`src/rtl/match_score_keeper.sv`:
```
// Two-player Pong score keeper: match FSM, win/deuce rules, serve rotation
// and BCD score mirrors for the HEX displays.
module match_score_keeper #(
  parameter int unsigned SCORE_WIDTH    = 6,
  parameter int unsigned WIN_SCORE      = 11,
  parameter int unsigned WIN_MARGIN     = 2,
  parameter int unsigned SERVE_INTERVAL = 2
) (
  input  logic                   clock,
  input  logic                   reset_n,
  input  logic                   start,
  input  logic                   first_serve_right,
  input  logic                   left_point,
  input  logic                   right_point,
  output logic [SCORE_WIDTH-1:0] left_score,
  output logic [SCORE_WIDTH-1:0] right_score,
  output logic [7:0]             left_bcd,
  output logic [7:0]             right_bcd,
  output logic                   serve_right,
  output logic                   in_play,
  output logic                   game_over,
  output logic                   left_won,
  output logic                   right_won,
  output logic                   point_ack
);

  localparam int unsigned MAX_SCORE = (32'd1 << SCORE_WIDTH) - 32'd1;
  localparam int unsigned CNT_W     = 3;

  localparam logic [1:0] ST_IDLE = 2'd0;
  localparam logic [1:0] ST_PLAY = 2'd1;
  localparam logic [1:0] ST_OVER = 2'd2;

  logic [1:0]             state_q, state_d;
  logic [SCORE_WIDTH-1:0] left_score_q, left_score_d;
  logic [SCORE_WIDTH-1:0] right_score_q, right_score_d;
  logic [7:0]             left_bcd_q, left_bcd_d;
  logic [7:0]             right_bcd_q, right_bcd_d;
  logic [CNT_W-1:0]       cnt_q, cnt_d;
  logic                   serve_right_q, serve_right_d;
  logic                   in_play_q, in_play_d;
  logic                   game_over_q, game_over_d;
  logic                   left_won_q, left_won_d;
  logic                   right_won_q, right_won_d;
  logic                   point_ack_q, point_ack_d;

  logic [SCORE_WIDTH-1:0] l_new, r_new, s_new, o_new;
  logic [CNT_W-1:0]       cnt_inc;
  logic                   win, deuce;

  // Decimal increment of a {tens, ones} BCD pair; ones wrap 9 -> 0 with carry.
  function automatic logic [7:0] bcd_inc(input logic [7:0] b);
    if (b[3:0] == 4'd9) bcd_inc = {b[7:4] + 4'd1, 4'd0};
    else                bcd_inc = {b[7:4], b[3:0] + 4'd1};
  endfunction

  always_comb begin
    state_d       = state_q;
    left_score_d  = left_score_q;
    right_score_d = right_score_q;
    left_bcd_d    = left_bcd_q;
    right_bcd_d   = right_bcd_q;
    cnt_d         = cnt_q;
    serve_right_d = serve_right_q;
    in_play_d     = in_play_q;
    game_over_d   = game_over_q;
    left_won_d    = left_won_q;
    right_won_d   = right_won_q;
    point_ack_d   = 1'b0;
    l_new         = left_score_q;
    r_new         = right_score_q;
    s_new         = left_score_q;
    o_new         = right_score_q;
    cnt_inc       = cnt_q + CNT_W'(1);
    win           = 1'b0;
    deuce         = 1'b0;

    case (state_q)
      ST_IDLE, ST_OVER: begin
        if (start) begin
          state_d       = ST_PLAY;
          left_score_d  = '0;
          right_score_d = '0;
          left_bcd_d    = 8'h00;
          right_bcd_d   = 8'h00;
          cnt_d         = '0;
          serve_right_d = first_serve_right;
          in_play_d     = 1'b1;
          game_over_d   = 1'b0;
          left_won_d    = 1'b0;
          right_won_d   = 1'b0;
        end
      end
      ST_PLAY: begin
        // Simultaneous points are treated as a collision and dropped.
        if (left_point ^ right_point) begin
          l_new = left_point  ? left_score_q  + SCORE_WIDTH'(1) : left_score_q;
          r_new = right_point ? right_score_q + SCORE_WIDTH'(1) : right_score_q;
          s_new = left_point ? l_new : r_new;
          o_new = left_point ? r_new : l_new;
          left_score_d  = l_new;
          right_score_d = r_new;
          if (left_point) left_bcd_d  = bcd_inc(left_bcd_q);
          else            right_bcd_d = bcd_inc(right_bcd_q);
          point_ack_d = 1'b1;

          win = (32'(s_new) >= WIN_SCORE && 32'(s_new) >= 32'(o_new) + WIN_MARGIN)
             || (32'(s_new) == MAX_SCORE);
          deuce = (32'(l_new) + 32'd1 >= WIN_SCORE) && (32'(r_new) + 32'd1 >= WIN_SCORE);

          if (win) begin
            state_d     = ST_OVER;
            in_play_d   = 1'b0;
            game_over_d = 1'b1;
            left_won_d  = left_point;
            right_won_d = right_point;
            cnt_d       = cnt_inc;
          end else if (deuce) begin
            cnt_d         = '0;
            serve_right_d = ~serve_right_q;
          end else if (cnt_inc == CNT_W'(SERVE_INTERVAL)) begin
            cnt_d         = '0;
            serve_right_d = ~serve_right_q;
          end else begin
            cnt_d = cnt_inc;
          end
        end
      end
      default: state_d = ST_IDLE;
    endcase
  end

  always_ff @(posedge clock or negedge reset_n) begin
    if (!reset_n) begin
      state_q       <= ST_IDLE;
      left_score_q  <= '0;
      right_score_q <= '0;
      left_bcd_q    <= 8'h00;
      right_bcd_q   <= 8'h00;
      cnt_q         <= '0;
      serve_right_q <= 1'b0;
      in_play_q     <= 1'b0;
      game_over_q   <= 1'b0;
      left_won_q    <= 1'b0;
      right_won_q   <= 1'b0;
      point_ack_q   <= 1'b0;
    end else begin
      state_q       <= state_d;
      left_score_q  <= left_score_d;
      right_score_q <= right_score_d;
      left_bcd_q    <= left_bcd_d;
      right_bcd_q   <= right_bcd_d;
      cnt_q         <= cnt_d;
      serve_right_q <= serve_right_d;
      in_play_q     <= in_play_d;
      game_over_q   <= game_over_d;
      left_won_q    <= left_won_d;
      right_won_q   <= right_won_d;
      point_ack_q   <= point_ack_d;
    end
  end

  assign left_score  = left_score_q;
  assign right_score = right_score_q;
  assign left_bcd    = left_bcd_q;
  assign right_bcd   = right_bcd_q;
  assign serve_right = serve_right_q;
  assign in_play     = in_play_q;
  assign game_over   = game_over_q;
  assign left_won    = left_won_q;
  assign right_won   = right_won_q;
  assign point_ack   = point_ack_q;

endmodule

```
`config.mk`:
```
export PLATFORM = sky130hd
export DESIGN_NAME = match_score_keeper
export DESIGN_NICKNAME = d
export VERILOG_FILES = /design/src/rtl/match_score_keeper.sv
export SDC_FILE = /design/constraint.sdc
export NUM_CORES = 1
export LEC_CHECK = 0
export BUFFER_PORTS_ARGS = -buffer_cell sky130_fd_sc_hd__clkbuf_2
export CAP_MARGIN = 15
export CORE_UTILIZATION = 45
export DETAILED_ROUTE_END_ITERATION = 7
export GPL_ROUTABILITY_DRIVEN = 0
export GPL_TIMING_DRIVEN = 0
export PLACE_DENSITY_LB_ADDON = 0.12
export SLEW_MARGIN = 20
export SYNTH_ARGS = -nofsm -noshare
export SYNTH_HDL_FRONTEND = slang
export SYNTH_SLANG_ARGS = --single-unit
export TNS_END_PERCENT = 1
```
`constraint.sdc`:
```
create_clock -name clock -period 4.1 [get_ports clock]
set_clock_uncertainty 0.1 [all_clocks]
set_input_delay 0.82 -clock clock [delete_from_list [all_inputs] [get_ports clock]]
set_output_delay 0.82 -clock clock [all_outputs]
set_load 0.03 [all_outputs]
```
# --- Yosys cells after proc, flatten, opt, wreduce, memory -nomap -nowiden ---
# Cells that the tools add are included.
word_totals:
  regBits: 39
  in_bits: 6
  out_inout_bits: 34
op_classes:
  n_addsub: 10
  magnitude_cmp: 4
  eq_ne: 15
  muxes: 50
  n_bitwise: 2
  reduce_logical: 14
op_table:
  columns: ["cell", "n"]
  rows:
  - ["8-bit 2-to-1 mux", 7]
  - ["6-bit 2-to-1 mux", 7]
  - ["8-bit case mux with 2 select lines", 2]
  - ["6-bit case mux with 2 select lines", 2]
  - ["1-bit 2-to-1 mux", 17]
  - ["4-bit by 1-bit adder with 4-bit output (second input constant)", 4]
  - ["2-bit != test (second input constant)", 8]
  - ["3-bit 2-to-1 mux", 5]
  - ["5-bit AND reduction", 3]
  - ["6-bit by 1-bit adder with 7-bit output (second input constant)", 2]
  - ["7-bit by 4-bit >= comparator with 1-bit output (second input constant)", 2]
  - ["6-bit by 1-bit adder with 6-bit output (second input constant)", 2]
  - ["4-bit AND reduction", 3]
  - ["1-bit case mux with 2 select lines", 5]
  - ["4-bit == test (second input constant)", 2]
  - ["6-bit by 2-bit adder with 7-bit output (second input constant)", 1]
  - ["6-bit by 7-bit >= comparator with 1-bit output", 1]
  - ["6-bit == test (second input constant)", 1]
  - ["6-bit by 4-bit >= comparator with 1-bit output (second input constant)", 1]
  - ["2-bit 2-to-1 mux", 3]
  - ["3-bit case mux with 2 select lines", 1]
  - ["3-bit AND reduction", 2]
  - ["2-bit case mux with 2 select lines", 1]
  - ["3-bit by 1-bit adder with 3-bit output (second input constant)", 1]
  - ["11 further kinds", 12]

# --- Depth between registers and ports, before layout ---
# Gate-level depths: netlist of the first run.
depth:
  word_depth: 10
  depth_mapped: 15
  ltp_nobuf: 14

# --- Worst setup path before layout of the first run ---
# OpenSTA, ideal clock, no wires.
synth_path:
  kind: "input to register"
  from: "in left_point"
  to: "reg cnt_q[2]"
  setup_time_ps: 104
  arrival_ps: 3474
  required_time_ps: 3896
  setup_slack_ps: 423
  path_stages: 15
  path_buffers: 3
  path_cell_list: "buf_2 -> buf_4 -> buf_1 -> nor2_1 -> a21oi_1 -> ha_1 -> nand3b_1 -> xnor2_1 -> ha_1 -> nand2_1 -> o31ai_1 -> o211ai_2 -> nand3_4 -> nand2_1 -> o311ai_1"
synth_between:
  elab_chain_cells: 9
synth_lines:
  columns: ["item", "line_no", "source"]
  rows:
  - ["start: declaration", "13", "input logic left_point,"]
  - ["6-bit 2-to-1 mux", "97", "l_new = left_point ? left_score_q + SCORE_WIDTH'(1) : left_score_q;"]
  - ["6-bit 2-to-1 mux", "100", "o_new = left_point ? r_new : l_new;"]
  - ["6-bit by 2-bit adder with 7-bit output", "107", "win = (32'(s_new) >= WIN_SCORE && 32'(s_new) >= 32'(o_new) + WIN_MARGIN)"]
  - ["6-bit by 7-bit >= comparator with 1-bit output", "107", null]
  - ["1-bit logical AND", "107", null]
  - ["1-bit logical OR", "108", "|| (32'(s_new) == MAX_SCORE);"]
  - ["3-bit 2-to-1 mux", "111", "if (win) begin"]
  - ["3-bit 2-to-1 mux", "96", "if (left_point ^ right_point) begin"]
  - ["3-bit case mux with 2 select lines", "78", "case (state_q)"]
  - ["end signal: assignment", "153", "cnt_q <= cnt_d;"]
  - ["end: declaration", "39", "logic [CNT_W-1:0] cnt_q, cnt_d;"]
# Parallel ways exist; a longest one is shown, timed or not. The select of a mux whose other input is x is not followed.
# A chain may end at the register's enable or synchronous reset.

# --- Final worst setup path of the first run ---
layout_path:
  from: "reg right_score_q[0] (netlist: right_score[0])"
  to: "reg cnt_q[1]"
layout_between:
  elab_chain_cells: 10
layout_lines:
  columns: ["item", "line_no", "source"]
  rows:
  - ["start: declaration", "36", "logic [SCORE_WIDTH-1:0] right_score_q, right_score_d;"]
  - ["start signal: assignment", "150", "right_score_q <= right_score_d;"]
  - ["6-bit by 1-bit adder with 6-bit output", "98", "r_new = right_point ? right_score_q + SCORE_WIDTH'(1) : right_score_q;"]
  - ["6-bit 2-to-1 mux (*)", "98", null]
  - ["6-bit 2-to-1 mux", "100", null]
  - ["6-bit by 2-bit adder with 7-bit output", "107", null]
  - ["6-bit by 7-bit >= comparator with 1-bit output", "107", null]
  - ["1-bit logical AND", "107", null]
  - ["1-bit logical OR", "108", null]
  - ["3-bit 2-to-1 mux (*)", "111", null]
  - ["3-bit 2-to-1 mux (*)", "96", null]
  - ["3-bit case mux with 2 select lines (*)", "78", null]
# Every way passes the cells marked *; elsewhere a longest branch is shown, timed or not. The select of a mux whose other input is x is not followed.

==> results by group, run 1 <==
STA
  • Max Slew Vio Count: 0
  • Final period utilization: 0.906
  • Final Hold Vio Count: 0
  • Final worst slack: between 300 and 400 ps
  • Worst slew pin tran: 879 ps
  • Max_slew headroom: 0.414
  • Final setup TNS: 0 ps
  • RSZ-0062 raised after global routing: no
  • Max Freq: 269 MHz
  • Tmin final: between 3000 and 4000 ps
  • Final setup fails: 0

Cells and area
  • Share of post-route cells with drive strength above 1: 0.210
  • Nets: 392
  • Layout area overhead: 12.8%
  • Non-Filler Instances: around 440
  • Fillcell total: 577
  • N_diodes: 0

Logic synthesis
  • Synth Register Bits: 39
  • Cells after Synth: 320
  • Synth top area share: 0.335
  • Synth Area in Simple Gates: 0.196
  • Syn Area/Cell: 9.11 um^2
  • FFs w/ async S/R, synth: 1.00
  • Most common cell in the netlist: dfrtp_1
  • Largest family of logic cells by synthesized area: compound AO/OA/AOI/OAI gates
  • Leading area contributor after synthesis: dfrtp_1
  • Post-synthesis sequential area ratio: 0.335
  • XOR/XNOR Fraction of Synth Area: 0.0824
  • Number of distinct library cells after synthesis: 67
  • Post-synth EDFFs: 0
  • Mux share of post-synthesis cell area: 0.0442
  • Top cells by area, synth: dfrtp_1 33%, ha_1 9.0%, o21ai_0 6.3%
  • Ys Warns: 0
  • Most frequent cells after synthesis: 39 x dfrtp_1, 37 x nand2_1, 37 x o21ai_0
  • Post-Syn Area: 0.00292 mm^2
  • Synthesized Nets: 347
  • Compound-Gate Fraction of Synth Area: 0.211
  • Synth Area in Adders: 0.0901
  • Primary FF master, synth: dfrtp_1

Clock network
  • Reg clk slew, reported paths: 70 ps
  • CTS Buf Count: 5
  • H-tree levels: 2
  • CTS tree: done
  • Clk root buf: clkbuf_8
  • CTS Sinks: 39
  • Clock Path Buffers: 2
  • Hold buffers post-CTS: 0
  • Later-pin clock latency in the skew report: slightly below 300 ps

Placed design
  • # placed instances: approximately 430
  • Port bufs: 39
  • Hpwl dp: 4.86 mm
  • Setup WS pre-CTS: -255 ps

Setup path
  • Worst Setup Start Kind: flip-flop
  • Crit path capture: cnt_q[1]
  • Critical path start-end classification: flip-flop to flip-flop
  • Capture point of the worst reg-to-reg path: cnt_q[1]
  • Internal reg-to-reg setup slack: 390 ps
  • CP Max Fanout: 9
  • CP Launch Point: right_score[0]
  • Required time of the critical path: around 4200 ps
  • Worst R2R Start: right_score[0]
  • Worst Setup End Kind: flip-flop
  • R2R cell count: 13
  • Arr. time, crit path: 3800 ps

Drt
  • WL per Instance: 14.6 um
  • DRT Pass-1 Iters: 4
  • ANT nets after route: 0
  • Vias: 2442
  • Initial DRC count: 99
  • Drt total wl: 6.46 mm
  • Via-per-instance ratio: 5.54
  • # DRC: 0

Power
  • Leak pwr: between 1.5 and 2 nW
  • P per Cell Area: 678 mW/mm^2
  • Worst vdd rail ir drop: 0.353 mV

Die
  • Ports: 40
  • Core Region: 0.00610 mm^2
  • Die ar.: around 0.007 mm^2
  • FP Rows: 28
  • Die H: 82.5 um
  • Initial Util: 0.478
  • Die X: ~83 um

Global routing
  • Initial antenna violation count: 0
  • Total GRT Usage: 0.206
  • Number of global-route vias before repair: 2187
  • First-pass GRT wire length: between 10 and 15 mm
  • Largest net degree at the start of global routing: 40
  • Grt ovf: 0

Outcome
  • Status: finished, final reports clean

Worst hold path
  • Hold path depth: 1
  • HP Class: flip-flop to flip-flop

Run
  • # Max-Cap Violations: 0
area by class of cell:
type	instances	area [um^2]	area share
buffer	12	63.8	0.0194
sequential	39	976	0.297
clock buffer	7	76.3	0.0232
inverter	14	52.6	0.0160
tap	75	93.8	0.0285
multi-input combinational	254	1830	0.555
timing repair buffer	39	195	0.0593
clock inverter	1	5.00	0.00152
per-stage QoR:
stage / total power, mW / util / instance area (um^2) / hold WS, ps
6_report: 2.23 / 0.540 / 3290 / 397
3_3_place_gp: 1.95 / 0.526 / 3210 / 376
5_1_grt: 2.43 / 0.540 / 3290 / 428
2_1_floorplan: 1.63 / - / 2920 / 419
3_5_place_dp: 1.97 / 0.526 / 3210 / 387
4_1_cts: 2.23 / 0.539 / 3290 / 404
per-layer routing:
metal,routed length [um],GRT usage,vias to the layer above
met5,0,0,-
met2,2900,0.324,60
met1,3210,0.292,1138
met4,87,0.0517,0
li1,-,-,1236
met3,270,0.0374,8
worst max-delay path: stages (launching register included):
cell	delay, ps
dfrtp_1	580
ha_1	360
nand2_1	130
xor2_2	280
a21oi_1	130
ha_1	220
xor2_1	160
ha_1	200
a2111oi_1	490
o31ai_2	210
o211ai_2	160
nand3_4	160
a21o_1	220
a32o_1	200
kinds of logic after synthesis:
family | count (synthesis)
simple gates | 110
compound gates | 89
flops | 39
buf+inv | 27
xor+xnor | 25
fa+ha+maj | 21
mux | 9
cell usage in the layout (no fill, tap or decap), types with 4 or more instances in the layout:
master and instances:
or3_1 4, a21oi_1 12, clkbuf_1 6, clkbuf_8 5, o21ai_0 37, xor2_1 13, nor2_1 25, nand2b_1 6
clkbuf_2 38, nand2_1 37, nand3_1 14, ha_1 21, inv_1 13, dfrtp_1 39, xnor2_1 10, buf_2 7
a211oi_1 5
flip-flops by register name (all words and copies together), names as in the netlist:
| name | flops |
|---|---|
| cnt_q | 3 |
| game_over | 1 |
| in_play | 1 |
| left_bcd | 8 |
| left_score | 6 |
| left_won | 1 |
| point_ack | 1 |
| right_bcd | 8 |
| right_score | 6 |
| right_won | 1 |
| serve_right | 1 |
| state_q | 2 |
worst min path at each step:
stage | from | to
floorplan | reset_n | cnt_q[0]
global placement | in_play | in_play
detailed placement | in_play | in_play
CTS | in_play | in_play
global route | in_play | in_play
finish | in_play | in_play
repair_timing:
item	CTS	global route
endpoints found under the setup margin	0	9
buffers inserted	0	0
resized for setup	0	2
power by group:
group | internal, mW | switching [mW] | total, mW
clock | 0.119 | 0.130 | 0.250
combinational | 0.492 | 0.835 | 1.33
sequential | 0.506 | 0.149 | 0.656
total | 1.12 | 1.11 | 2.23
Note: power is estimated with default switching activity, not from simulation.
==> run 2, diff against run 1 <==
CORE_MARGIN = 3   (was not set)
clock period = 3.68 ns   (was 4.1 ns; I/O delays follow)
==> run 2 against run 1 <==
Via count fell by 0.98%. Clock power rose by 49%. Power rose by 18%. Register-to-register slack got worse by 95 ps.
==> results by group, run 2 (synthesis results as in run 1) <==
Power
  • Sequential power share: 0.278
  • Clock power share: 0.142
  • Switching Share: 0.484
  • Combinational share of power: 0.580
  • Psw: 1.27 mW
  • Leak pwr: 1.52 nW
  • Total power: ~2.6 mW
  • P per Cell Area: 785 mW/mm^2
  • Worst vdd rail ir drop: 0.417 mV
  • Int Pwr: 1.36 mW

Die
  • Die X: 86.5 um
  • Initial Util: 0.478
  • Core Region: 0.00610 mm^2
  • FP Rows: 28
  • Ports: 40
  • Die H: 86.5 um
  • Die ar.: about 0.0075 mm^2

STA
  • Max Slew Vio Count: 0
  • Worst slew pin tran: 989 ps
  • Tmin final: 3420 ps
  • RSZ-0062 raised after global routing: no
  • Final setup fails: 0
  • Hold slack: 402 ps
  • Final Hold Vio Count: 0
  • Final setup TNS: 0 ps
  • Final period utilization: 0.929
  • Max_slew headroom: 0.341
  • Max Freq: 293 MHz

Setup path
  • CP Max Fanout: 19
  • Critical path start-end classification: primary input to flip-flop
  • Required time of the critical path: 3780 ps
  • Worst Setup End Kind: flip-flop
  • Worst Setup Start Kind: primary input
  • Arr. time, crit path: 3510 ps

Cells and area
  • Layout area overhead: 14.9%
  • Most common cell after layout, fill and taps aside: clkbuf_2
  • Nets: 392
  • Most frequent cells in the layout: 39 x clkbuf_2, 37 x nand2_1, 37 x o21ai_0, 37 x dfrtp_1, 25 x nor2_1
  • Share of post-route cells with drive strength above 1: 0.230
  • N_diodes: 0
  • Final Core Density: 0.550
  • Non-Filler Instances: 441

Clock network
  • CTS Buf Count: 5
  • CTS Sinks: 39
  • Later-pin clock latency in the skew report: just under 300 ps
  • CTS tree: done
  • Clk root buf: clkbuf_8
  • Reg clk slew, reported paths: 80 ps
  • Setup bufs post-CTS: 0
  • Clock Path Buffers: 2
  • H-tree levels: 2

Global routing
  • Largest net degree at the start of global routing: 40
  • Grt ovf: 0
  • Number of global-route vias before repair: 2309
  • Initial antenna violation count: 0
  • Total GRT Usage: 0.188
  • First-pass GRT wire length: around 11 mm

Drt
  • DRT Pass-1 Iters: 4
  • Via-per-instance ratio: 5.48
  • Drt total wl: approximately 6.6 mm
  • Vias: 2418
  • # DRC: 0
  • ANT nets after route: 0
  • Detail Route met2 WL: 2.95 mm
  • DRT met1 WL: 3.39 mm
  • Highest routed layer: met4
  • WL met3: 192 um
  • Initial DRC count: 84
  • WL per Instance: roughly 15 um

Worst hold path
  • HP Class: flip-flop to flip-flop

Placed design
  • Hpwl dp: 5.00 mm
  • Port bufs: 39
  • # placed instances: 434

Run
  • # Max-Cap Violations: 0

Outcome
  • Status: finished, final reports clean
run 2: cell count changes in the layout (fill, tap and decap cells not counted), sizes merged:
cell / before / now
bufinv: 0 / 1
clkbuf: 49 / 51
buf: 9 / 6
run 2: critical path, stage by stage:
cell and delay (ps):
clkbuf_2 140, clkbuf_4 340, clkbuf_4 280, nor2_1 60, a21oi_1 110, ha_1 200
nand3b_1 100, xnor2_1 140, ha_1 310, nand2_1 90, o31ai_4 260, o211ai_2 190
nand3_4 160, nand2_1 130, o311ai_1 240
run 2: final timing paths:
kind	slack, ps	end	cells after the start	startpoint
hold / removal	400	in_play	1	in_play
min in group asynchronous	490	right_bcd[2]	1	reset_n
setup / recovery	260	cnt_q[2]	15	left_point
hold reg to reg	400	in_play	1	in_play
max in group asynchronous	2300	right_score[0]	1	reset_n
setup reg to reg	290	cnt_q[1]	13	right_score[0]
run 2: area by class of cell:
type,instances,area [um^2]
inverter,14,52.6
timing repair buffer,39,195
clock inverter,2,35.0
fill,567,2750
tap,75,93.8
clock buffer,6,82.6
buffer,12,66.3
multi-input combinational,254,1850
sequential,39,978
run 2: stage by stage:
step | area (um^2) | worst slack [ps]
floorplan | 2920 | 86.6
global placement | 3210 | -539
detailed placement | 3210 | -614
CTS | 3330 | 38.5
global route | 3350 | 1.36
finish | 3350 | 263
run 2: metal layers:
| layer | vias up | global-route usage |
|---|---|---|
| met3 | 6 | 0.0380 |
| met4 | 0 | 0.0269 |
| li1 | 1232 | - |
| met2 | 35 | 0.289 |
| met1 | 1145 | 0.279 |
| met5 | - | 0 |
run 2: power groups by stage:
stage / logic [mW] / clock network (mW) / registers, mW
3_3_place_gp: 1.44 / 0 / 0.734
2_1_floorplan: 0.894 / 0 / 0.926
3_5_place_dp: 1.46 / 0 / 0.741
5_1_grt: 1.70 / 0.403 / 0.760
4_1_cts: 1.49 / 0.383 / 0.731
6_report: 1.52 / 0.372 / 0.732
run 2: timing repair:
item / in CTS / in global routing
endpoints found under the setup margin: 10 / 10
hold buffers: 0 / 0
gates resized for setup: 3 / 8
==> run 3, diff against run 2 <==
CELL_PAD_IN_SITES_DETAIL_PLACEMENT = 1   (was not set)
CELL_PAD_IN_SITES_GLOBAL_PLACEMENT = 1   (was not set)
CORE_UTILIZATION = 44   (was 45)
==> run 3 against run 2 <==
Worst hold slack better by 8.7 ps. Setup slack better by 15 ps. Via count is 3.0% higher. Sequential share of layout area is 0.065 points lower. Power is 0.76% higher.
==> results by group, run 3 (synthesis results as in run 1) <==
Outcome
  • Status: finished, final reports clean

Drt
  • Via-per-instance ratio: between 5 and 6
  • DRT Pass-1 Iters: 4
  • Drt total wl: 7.23 mm
  • WL per Instance: 16.4 um
  • ANT nets after route: 0
  • Initial DRC count: 92
  • Vias: 2491
  • # DRC: 0

Global routing
  • First-pass GRT wire length: 12.6 mm
  • Largest net degree at the start of global routing: 40
  • Total GRT Usage: 0.209
  • Number of global-route vias before repair: 2616
  • Initial antenna violation count: 0
  • Grt ovf: 0

Setup path
  • Critical Path Slowest Stage Cell: dfrtp_2
  • Required time of the critical path: 3760 ps
  • Worst Setup Start Kind: flip-flop
  • Critical path's largest stage delay: 490 ps
  • CP Buf/Inv Count: 0
  • Critical path start-end classification: flip-flop to flip-flop
  • Top Family by Delay on Critical Path: compound AO/OA/AOI/OAI gates
  • CP Max Fanout: 9
  • Arr. time, crit path: 3490 ps
  • Worst Setup End Kind: flip-flop
  • Crit path cell chain: ha_2 > mux2_4 > nand2_1 > nand2_1 > ha_1 > xor2_1 > ha_1 > o21a_1 > nor2_1 > o31ai_4 > o211ai_2 > nand3_4 > nand2_1 > o311ai_1
  • CP most frequent cell: nand2_1

Die
  • Core Region: 0.00639 mm^2
  • Die H: 87.4 um
  • Die ar.: about 0.0076 mm^2
  • FP Rows: 29
  • Ports: 40
  • Die X: roughly 87 um
  • Initial Util: 0.457

Placed design
  • Post-DP Area: ~0.0032 mm^2
  • Port bufs: 39
  • Hpwl dp: 5.57 mm

Cells and area
  • Nets: 392
  • Final instance area: ~0.0034 mm^2
  • Share of post-route cells with drive strength above 1: 0.227
  • Most frequent cells in the layout: 38 x clkbuf_2, 37 x nand2_1, 37 x o21ai_0, 37 x dfrtp_1, 25 x nor2_1
  • Final Core Density: 0.526
  • Fillcell total: between 700 and 800
  • Most common cell after layout, fill and taps aside: clkbuf_2
  • N_diodes: 0
  • Layout area overhead: 15.1%

Worst hold path
  • HP Class: flip-flop to flip-flop

Power
  • Int Pwr: 1.35 mW
  • Worst vdd rail ir drop: 0.411 mV
  • Psw: 1.30 mW
  • Sequential power share: 0.277
  • Leak pwr: 1.52 nW
  • P per Cell Area: 789 mW/mm^2
  • Clock power share: 0.132
  • Combinational share of power: 0.592
  • Switching Share: 0.492

Clock network
  • Clock Path Buffers: 2
  • H-tree levels: 2
  • CTS tree: done
  • Later-pin clock latency in the skew report: 290 ps
  • Clk root buf: clkbuf_8
  • Hold buffers post-CTS: 0
  • Setup bufs post-CTS: 0
  • Reg clk slew, reported paths: 80 ps
  • CTS Buf Count: 5
  • CTS Sinks: 39

STA
  • Final setup TNS: 0 ps
  • Final Hold Vio Count: 0
  • RSZ-0062 raised after global routing: no
  • Max_slew headroom: 0.404
  • Tmin final: 3400 ps
  • Final period utilization: 0.925
  • Hold slack: 411 ps
  • Final setup fails: 0
  • Max Freq: 294 MHz
  • Max Slew Vio Count: 0
  • Worst slew pin tran: 894 ps

Run
  • # Max-Cap Violations: 0
==> run 3: cell types whose count changed in the layout (fill, tap and decap cells not counted) <==
cell / change
a21oi_1: +1
a21oi_2: -1
buf_2: +2
buf_6: +1
clkbuf_2: -1
clkbuf_4: -2
clkbuf_8: -1
clkinv_2: -1
clkinvlp_4: +1
xor2_1: -1
xor2_4: +1
==> run 3: power groups by stage <==
stage	logic (mW)	clock network, mW	registers [mW]
after global routing	1.77	0.376	0.765
after floorplan	0.894	0	0.926
after CTS	1.54	0.360	0.732
after global placement	1.45	0	0.735
after detailed placement	1.51	0	0.738
final	1.57	0.349	0.733
==> run 3: per-stage QoR <==
step	power [mW]	std cells	setup slack, ps
4_1_cts	2.63	442	33.5
2_1_floorplan	1.82	320	86.6
6_report	2.65	442	278
3_5_place_dp	2.25	436	-640
5_1_grt	2.91	442	27.0
3_3_place_gp	2.19	436	-551
==> run 3: cell type report <==
| cell class | count | area (um^2) | share of cell area |
|---|---|---|---|
| multi-input combinational | 254 | 1860 | 0.554 |
| sequential | 39 | 978 | 0.291 |
| timing repair buffer | 39 | 195 | 0.0581 |
| tap | 77 | 96.3 | 0.0287 |
| clock buffer | 5 | 68.8 | 0.0205 |
| buffer | 12 | 67.6 | 0.0201 |
| inverter | 14 | 52.6 | 0.0156 |
| clock inverter | 2 | 37.5 | 0.0112 |
==> run 3: worst paths after layout <==
check                      slack, ps            from             end  depth (start not counted)
setup / recovery                 280  right_score[0]        cnt_q[2]                         14
hold / removal                   410         in_play         in_play                          1
setup reg to reg                 280  right_score[0]        cnt_q[2]                         14
hold reg to reg                  410         in_play         in_play                          1
max in group asynchronous       2390         reset_n  right_score[0]                          1
min in group asynchronous        460         reset_n    right_bcd[4]                          1
==> run 3: layer usage <==
metal  track usage  up-vias  share of wire
met4        0.0572        0          0.012
met2         0.342       39           0.49
met3        0.0388        6          0.038
met5             0        -              0
li1              -     1230              -
met1         0.282     1216           0.46
==> run 3: what timing repair did <==
action,4_1_cts,5_1_grt
setup endpoints to repair,10,8
pin swaps,0,0
gates resized for setup,3,7
